File: config.mk
export PLATFORM = sky130hd
export DESIGN_NAME = vram_dma_m
export DESIGN_NICKNAME = d
export VERILOG_FILES = /design/src/rtl/vram_dma_m.sv
export SDC_FILE = /design/constraint.sdc
export NUM_CORES = 1
export LEC_CHECK = 0
export CAP_MARGIN = 10
export CORE_MARGIN = 1
export CORE_UTILIZATION = 44
export DETAILED_ROUTE_END_ITERATION = 10
export HOLD_SLACK_MARGIN = 0.08
export PLACE_DENSITY = 0.75
export SLEW_MARGIN = 20
export SYNTH_ARGS = -nofsm -noshare
export SYNTH_HDL_FRONTEND = slang
export SYNTH_SLANG_ARGS = --single-unit
File: constraint.sdc
create_clock -name cpu_clk -period 2.2 [get_ports cpu_clk]
set_input_delay 0.44 -clock cpu_clk [delete_from_list [all_inputs] [get_ports cpu_clk]]
set_output_delay 0.44 -clock cpu_clk [all_outputs]
set_load 0.01 [all_outputs]
File: src/rtl/vram_dma_m.sv
// -----------------------------------------------------------------------------
// vram_dma_m
//
// Sprite-table DMA engine. The CPU writes a source page number into the DMA
// register. At the next vblank the block halts the 6502, copies LENGTH bytes
// from {page, index} in CPU address space into VRAM starting at OAM_BASE, and
// then releases the CPU. It owns the system address bus and the VRAM write
// port only while a transfer is in progress.
//
// Parameters
//   LENGTH       bytes per transfer, 1..256
//   OAM_BASE     first VRAM (gpu-relative) destination address
//   HALT_CYCLES  cycles RDY is held low before the first bus read, 1..7
//
// Ports
//   cpu_clk            sole clock, rising edge
//   rst_B              asynchronous active-low reset
//   SELECT_dma         address decode hit on the DMA register
//   write_enable       active-high CPU write
//   data_in[7:0]       CPU write data (source page)
//   in_vblank          GPU vblank flag, synchronous to cpu_clk
//   dma_read_data[7:0] bus read data while the DMA drives the bus
//   cpu_rdy            to 6502 RDY, low halts the CPU
//   dma_active         high in every state except IDLE
//   dma_pending        request latched, waiting for vblank
//   dma_drive_address  top level muxes dma_address onto the bus as a read
//   dma_address[15:0]  {page, index}
//   vram_write         one-cycle VRAM write strobe
//   vram_address[11:0] OAM_BASE + index, 12-bit wrap
//   vram_data[7:0]     byte captured from the bus read
//   dbg_state[2:0]     current FSM state, for observation only
//
// Handshake: the register write is a single-cycle strobe (SELECT_dma &&
// write_enable) with no back-pressure; it is accepted only in IDLE and is
// silently dropped otherwise. Toward the CPU, cpu_rdy low means "bus owned
// by DMA"; it drops on entry to HALT and rises on entry to IDLE.
// -----------------------------------------------------------------------------
module vram_dma_m #(
  parameter int          LENGTH      = 256,
  parameter logic [11:0] OAM_BASE    = 12'h800,
  parameter int          HALT_CYCLES = 2
) (
  input  logic        cpu_clk,
  input  logic        rst_B,
  input  logic        SELECT_dma,
  input  logic        write_enable,
  input  logic [7:0]  data_in,
  input  logic        in_vblank,
  input  logic [7:0]  dma_read_data,
  output logic        cpu_rdy,
  output logic        dma_active,
  output logic        dma_pending,
  output logic        dma_drive_address,
  output logic [15:0] dma_address,
  output logic        vram_write,
  output logic [11:0] vram_address,
  output logic [7:0]  vram_data,
  output logic [2:0]  dbg_state
);

  typedef enum logic [2:0] {
    IDLE  = 3'd0,
    HALT  = 3'd1,
    READ  = 3'd2,
    WRITE = 3'd3,
    DONE  = 3'd4
  } state_t;

  localparam logic [8:0] LAST_INDEX = 9'(LENGTH - 1);
  localparam logic [2:0] HALT_LAST  = 3'(HALT_CYCLES - 1);

  state_t      state_q;
  logic [7:0]  page_q;
  logic        pending_q;
  logic [8:0]  index_q;
  logic [2:0]  halt_cnt_q;
  logic        drive_q;
  logic        vwr_q;
  logic [15:0] addr_q;
  logic [11:0] vaddr_q;
  logic [7:0]  vdata_q;

  logic        reg_wr;
  logic [8:0]  index_inc;

  assign reg_wr    = SELECT_dma && write_enable;
  assign index_inc = index_q + 9'd1;

  // Single FSM process. Strobe-type outputs (drive, write) default low every
  // cycle and are raised on the edge that enters READ / WRITE respectively,
  // so they are registered and can never overlap or repeat back to back.
  always_ff @(posedge cpu_clk or negedge rst_B) begin
    if (!rst_B) begin
      state_q    <= IDLE;
      page_q     <= 8'd0;
      pending_q  <= 1'b0;
      index_q    <= 9'd0;
      halt_cnt_q <= 3'd0;
      drive_q    <= 1'b0;
      vwr_q      <= 1'b0;
      addr_q     <= 16'd0;
      vaddr_q    <= 12'd0;
      vdata_q    <= 8'd0;
    end else begin
      drive_q <= 1'b0;
      vwr_q   <= 1'b0;
      case (state_q)
        IDLE: begin
          // A write always updates the page while idle, even on the edge that
          // starts a transfer; the first bus read is several cycles away.
          if (reg_wr) begin
            page_q <= data_in;
          end
          if (pending_q && in_vblank) begin
            state_q    <= HALT;
            pending_q  <= 1'b0;
            index_q    <= 9'd0;
            halt_cnt_q <= 3'd0;
          end else if (reg_wr) begin
            pending_q <= 1'b1;
          end
        end

        HALT: begin
          if (halt_cnt_q == HALT_LAST) begin
            state_q <= READ;
            drive_q <= 1'b1;
            addr_q  <= {page_q, index_q[7:0]};
          end else begin
            halt_cnt_q <= halt_cnt_q + 3'd1;
          end
        end

        READ: begin
          state_q <= WRITE;
          vdata_q <= dma_read_data;
          vwr_q   <= 1'b1;
          vaddr_q <= OAM_BASE + {3'b000, index_q};
        end

        WRITE: begin
          if (index_q == LAST_INDEX) begin
            state_q <= DONE;
          end else begin
            state_q <= READ;
            index_q <= index_inc;
            drive_q <= 1'b1;
            // Only the low byte reaches the bus; index never carries into page.
            addr_q  <= {page_q, index_inc[7:0]};
          end
        end

        DONE: begin
          state_q <= IDLE;
        end

        default: begin
          state_q <= IDLE;
        end
      endcase
    end
  end

  // Status outputs are decoded straight from the registered state.
  assign cpu_rdy           = (state_q == IDLE);
  assign dma_active        = (state_q != IDLE);
  assign dma_pending       = pending_q;
  assign dma_drive_address = drive_q;
  assign dma_address       = addr_q;
  assign vram_write        = vwr_q;
  assign vram_address      = vaddr_q;
  assign vram_data         = vdata_q;
  assign dbg_state         = state_q;

endmodule

==> metrics.md, run 1 <==
| Metric | Value |
|---|---|
| Core box area | `approximately 0.0059 mm2` |
| Min-Delay Endpoint | `vram_address[11]` |
| RSZ-0062 raised after global routing | `false` |
| Dpl cells | `359` |
| PwrDens | `1210 mW/mm2` |
| Hold WS | `~0.48 ns` |
| Largest net degree at the start of global routing | `27` |
| Combinational Power Share | `0.414` |
| Final hold violations | `0` |
| Clock sink total | `60` |
| Initial antenna violation count | `0` |
| Clock buffer depth | `2` |
| Sw frac | `0.313` |
| Largest area contributor in the netlist | `dfrtp_1` |
| Filler cell count | `about 490` |
| Drt drc | `0` |
| TNS Setup | `0 ns` |
| CP required | `~1.8 ns` |
| Post-layout nets | `between 300 and 400` |
| Row cnt | `28` |
| Crit path DAT | `1.63 ns` |
| Worst hold path depth | `1` |
| Layout Utilization | `0.617` |
| Drt via density | `5.06` |
| Post-route cell area | `0.00363 mm2` |
| Post-synthesis register bit count | `60` |
| First-pass GRT wire length | `8480 um` |
| Tmin final | `slightly above 2 ns` |
| Startpoint types | `flip-flop` |
| Status | `complete, no violations` |
| Drt wl/cell | `13.5 um` |
| Maximum vdd drop | `776 uV` |
| Clock power frac | `0.208` |
| Number of global-route vias before repair | `1,873` |
| NetSw | `roughly 1.4 mW` |
| Worst reg-to-reg path cell count | `10` |
| Setup crit end kind | `output pin` |
| Most common cell after layout, fill and taps aside | `clkdlybuf4s50_1` |
| Post-Syn Area | `0.00267 mm2` |
| Clock Skews | `between 0.007 and 0.008 ns` |
| Crit Reg-Reg Endpoint | `index_q[3]` |
| IO Port Bufs | `62` |
| Worst R2R Setup Slack | `0.15 ns` |
| Yosys top cell area share | `0.562` |
| Placement Cell Area | `around 0.0034 mm2` |
| H-tree depth | `3` |
| Final Non-Filler Cells | `374` |
| Reg power frac | `0.378` |
| Critical path peak fanout | `5` |
| GR Overflow Total | `0` |
| GRT Overall Usage | `0.177` |
| Period utilisation layout | `0.942` |
| Worst Hold Class | `flip-flop to flip-flop` |
| Post-synthesis cell type count | `44` |
| Area taken by flip-flops and latches | `approximately 0.0015 mm2` |
| Final ANT Viol Nets | `0` |
| Layout cells sized above 1 | `0.247` |
| CP Class | `flip-flop to output pin` |
| Drt pass-1 iters | `4` |
| Hold Path Origin | `vram_address[11]` |
| Post-Synthesis Cells | `218` |
| Num CTS Buffers | `9` |
| # IOs | `65` |
| WL final | `slightly above 5000 um` |
| GPL Wtd Cong | `0.802` |
| Via Count | `between 1,500 and 2,000` |
| F_max | `between 0.4 and 0.5 GHz` |
| Die width | `between 70 and 80 um` |
| Reg2reg start | `index_q[1]` |
| Syn avg cell area | `around 12 um2` |
| Max_cap viols | `0` |
| Clock Latency Late Sink | `0.32 ns` |
| Final setup fails | `0` |
| Leak | `~1.6 nW` |
| Starting Density | `0.454` |
| Clk pin slew, worst setup/hold paths | `0.06 ns` |
| Die area | `0.00639 mm2` |
| DRT iter0 DRCs | `~150` |
| Post-detail-place hpwl | `3620 um` |
| Die Ht | `about 80 um` |
| Area growth syn-to-layout | `35.9%` |
| Area contributors post-synth | `dfrtp_1, mux2_2, ha_1` |
| Internal | `3.03 mW` |
| Most frequent cells in the layout | `clkdlybuf4s50_1, dfrtp_1, mux2_2, buf_4, nand2_1` |
| Diode count | `0` |
| Final Max Slew Viols | `0` |
| CTS tree | `yes` |
| CTS root buf | `clkbuf_8` |
| Synth warn | `0` |
| Seq/Total Area, Yosys | `0.562` |
| Area of the multi-input gates | `approximately 0.0011 mm2` |
## synth_stat cells
library cell,instances
nor3_2,1
nor2_1,9
or2_2,1
o31ai_1,3
o21ai_1,7
nand2b_1,2
nor3b_1,2
dfrtp_1,60
nand3b_2,1
o21ai_4,1
nor3_1,2
buf_4,5
ha_1,5
a31oi_1,3
nand3_1,6
o22ai_1,1
conb_1,1
nand4bb_1,1
a21o_1,1
mux2i_1,2
and3_1,3
o41ai_1,1
xnor2_1,3
nand3b_1,1
nor4b_2,1
a21boi_0,1
nand2_1,15
a21oi_1,7
and2_1,2
mux2_4,3
inv_2,1
buf_6,2
and4_1,1
inv_1,5
nor2b_1,2
and2b_1,1
nor3b_2,1
a2111oi_1,1
xor2_1,3
buf_2,6
clkbuf_1,1
o21ai_0,11
mux2_2,31
a311oi_1,1
## state kept, by name, summed over array words and instances (netlist names), 3 cells and up
register	flops
dbg_state	3
vram_data	8
dma_address	16
index_q	9
page_q	8
halt_cnt_q	3
vram_address	10
## power by group through the flow
stage	Clock [mW]	Sequential (mW)	Combinational, mW
floorplan	0	1.79	0.919
global placement	0	1.68	1.75
detailed placement	0	1.69	1.79
CTS	0.945	1.67	1.80
global route	0.994	1.71	1.99
finish	0.918	1.67	1.83
## layout make-up
type	instances	area share
clock inverter	3	0.0110
inverter	6	0.00620
timing repair buffer	81	0.213
sequential	60	0.413
clock buffer	10	0.0379
tap	75	0.0258
multi-input combinational	139	0.293
## stage by stage
stage	setup slack (ns)	power, mW
after CTS	0.0857	4.42
after global routing	0.00517	4.70
final	0.127	4.41
after floorplan	0.128	2.70
after global placement	0.205	3.43
after detailed placement	0.110	3.47
## logic make-up (layout without fill, tap and decap cells)
| family | Yosys count | in the layout | synth area share |
|---|---|---|---|
| adder cells (fa/ha/maj) | 5 | 5 | 0.0234 |
| XOR/XNOR | 6 | 6 | 0.0197 |
| other | 1 | 2 | 0.00140 |
| AO/OA/AOI/OAI | 38 | 38 | 0.0866 |
| buffers and inverters | 20 | 100 | 0.0435 |
| AND/OR/NAND/NOR | 52 | 52 | 0.109 |
| multiplexers | 36 | 36 | 0.155 |
| flip-flops | 60 | 60 | 0.562 |
## worst max-delay path by stage
stage / from / end / slack [ns]
4_1_cts: dbg_state[1] / cpu_rdy / 0.09
3_3_place_gp: index_q[1] / dma_address[8] / 0.21
5_1_grt: index_q[1] / index_q[5] / 0.005
3_5_place_dp: index_q[1] / dma_address[9] / 0.11
6_report: dbg_state[1] / cpu_rdy / 0.13
2_1_floorplan: index_q[0] / dma_address[13] / 0.13
## critical path, cell delays in order (launching register included)
cell             delay, ns
dfrtp_1               0.38
nor3_2                0.32
clkdlybuf4s50_1       0.60
## repair_timing
item	in CTS	in global routing
endpoints found under the setup margin	0	10
gates resized for setup	0	1
buffers inserted	0	1
hold buffers	1	0
endpoints found under the hold margin	16	0
## per-layer routing
layer / part of all wire / routed length [um] / track usage
met5: 0 / 0 / 0
met2: 0.48 / 2420 / 0.263
met3: 0.043 / 220 / 0.0469
met1: 0.46 / 2320 / 0.235
met4: 0.022 / 110 / 0.0982
(Power assumes the default switching activity.)
==> run 2, diff against run 1 <==
SLEW_MARGIN = 10   (was 20)
==> results of run 2 <==
No change in the layout: final DEF, timing and power equal those of run 1.
==> run 3, diff against run 2 <==
GPL_TIMING_DRIVEN = 0   (was not set)
==> run 3 against run 2 <==
- sequential share of layout area is 0.42 points lower
- first-iteration DRC count fell by 33%
- register-to-register slack better by 0.02 ns
- combinational power barely moved
- clock skew shrank 0.0011 ns
- cell count grew 0.80%
- non-clock buffer count unchanged
- core utilization grew 0.64 points
- critical endpoint unchanged
- highest routed layer unchanged
==> metrics.md, run 3 (synthesized netlist as in run 1, its figures left out) <==
| Metric | Value |
|---|---|
| DRT iter0 DRCs | `97` |
| Layout Utilization | `0.624` |
| H-tree depth | `3` |
| Largest register FFs | `16` |
| Post-detail-place hpwl | `approximately 3500 um` |
| IO Port Bufs | `62` |
| Leak | `~1.6 nW` |
| Clock Latency Late Sink | `0.33 ns` |
| Final hold violations | `0` |
| Final ANT Viol Nets | `0` |
| Setup crit end kind | `output pin` |
| Core box area | `0.00589 mm2` |
| PwrDens | `1230 mW/mm2` |
| Crit path DAT | `around 1.7 ns` |
| Startpoint types | `flip-flop` |
| Final setup fails | `0` |
| Final Non-Filler Cells | `approximately 380` |
| Maximum vdd drop | `771 uV` |
| Slowest stage delay, CP | `0.58 ns` |
| Post-route cell area | `0.00367 mm2` |
| Tmin final | `~2.1 ns` |
| Layout cells sized above 1 | `0.265` |
| Clock sink total | `60` |
| GPL Wtd Cong | `around 0.77` |
| CP required | `roughly 1.8 ns` |
| Dpl cells | `~360` |
| Final Max Slew Viols | `0` |
| Die width | `80.0 um` |
| CTS root buf | `clkbuf_8` |
| Max_cap viols | `0` |
| Most frequent cells in the layout | `clkdlybuf4s50_1, dfrtp_1, mux2_2, nand2_1` |
| WL final | `between 5000 and 6000 um` |
| GR Overflow Total | `0` |
| Max-slew headroom | `0.509` |
| Final worst setup slack | `approximately 0.099 ns` |
| CTS tree | `yes` |
| Drt drc | `0` |
| Post-layout nets | `323` |
| Drt pass-1 iters | `4` |
| Worst Hold Class | `input port to asynchronous set/reset pin` |
| Largest net degree at the start of global routing | `between 60 and 70` |
| Period utilisation layout | `0.955` |
| Number of global-route vias before repair | `~1,900` |
| F_max | `between 0.4 and 0.5 GHz` |
| Drt wl/cell | `roughly 14 um` |
| Num CTS Buffers | `9` |
| Starting Density | `0.454` |
| First-pass GRT wire length | `between 8000 and 9000 um` |
| Crit-path cells | `buf_2 -> nor3_4 -> clkdlybuf4s50_1` |
| Pre-CTS setup slack | `-0.245 ns` |
| Slowest CP cell | `clkdlybuf4s50_1` |
| GRT Overall Usage | `0.181` |
| Placement Cell Area | `around 0.0034 mm2` |
| RSZ-0062 raised after global routing | `false` |
| Clock buffer depth | `2` |
| Pwr Total | `about 4.5 mW` |
| Status | `complete, no violations` |
| Clock Skews | `~0.0066 ns` |
| Most common cell after layout, fill and taps aside | `clkdlybuf4s50_1` |
| Diode count | `0` |
| Die area | `between 0.006 and 0.007 mm2` |
| Die Ht | `around 80 um` |
| Initial antenna violation count | `0` |
| Via Count | `~1,900` |
| Drt via density | `~5.1` |
| CP Class | `flip-flop to output pin` |
| Area growth syn-to-layout | `37.3%` |
| Critical path peak fanout | `10` |
| Clk pin slew, worst setup/hold paths | `0.07 ns` |
| Worst-margin pin slew | `around 0.74 ns` |
| # IOs | `65` |
| Row cnt | `28` |
[run 3: changes by cell type in the layout (fill, tap and decap cells not counted), sizes merged]
cell,before,now
clkbuf,10,12
buf,19,20
clkinvlp,0,1
dlygate4sd3,1,0
[run 3: final cells by class]
class | instances | area [um2]
Fill cell | 494 | 2210
Sequential cell | 60 | 1500
Multi-Input combinational cell | 139 | 1080
Timing Repair Buffer | 68 | 676
Clock buffer | 12 | 155
Buffer | 13 | 93.8
Tap cell | 75 | 93.8
Clock inverter | 4 | 47.5
Inverter | 6 | 22.5
[run 3: worst max-delay path, delay by kind of cell (launching register included)]
family / cells / cell delay (ns)
buf+inv: 2 / 0.77
flops: 1 / 0.37
simple gates: 1 / 0.20
[run 3: per-stage QoR]
step	hold slack (ns)	TNS, ns
CTS	0.201	0
floorplan	0.144	0
global placement	0.458	-73.63
finish	0.172	0
detailed placement	0.456	-2.31
global route	0.242	0
[run 3: final timing paths]
path	cells past startpoint	from	slack, ns	endpoint
worst min-delay path	1	rst_B	0.17	page_q[2]
min in group cpu_clk	1	vram_address[11]	0.47	vram_address[11]
worst max register to register	10	index_q[0]	0.17	index_q[4]
max in group asynchronous	1	rst_B	1.54	vram_data[2]
worst min register to register	1	vram_address[11]	0.47	vram_address[11]
worst max-delay path	3	dbg_state[2]	0.1	cpu_rdy
[run 3: report_power, final]
group / total, mW / internal [mW] / switching, mW
Combinational: 1.84 / 1.06 / 0.789
Sequential: 1.68 / 1.46 / 0.211
Clock: 0.999 / 0.581 / 0.417
[run 3: layer usage]
metal  vias to the layer above  GRT usage  part of all wire
met5                         -          0                 0
met4                         0     0.0964             0.019
met3                         8     0.0411             0.051
met2                        46      0.294              0.48
met1                       945      0.225              0.45
li1                        919          -                 -
[run 3: repair_timing]
item / in CTS / in global routing
endpoints found under the setup margin: 18 / 19
setup buffers: 4 / 2
pin swaps: 1 / 3
gates resized for setup: 3 / 3
hold buffers: 0 / 0
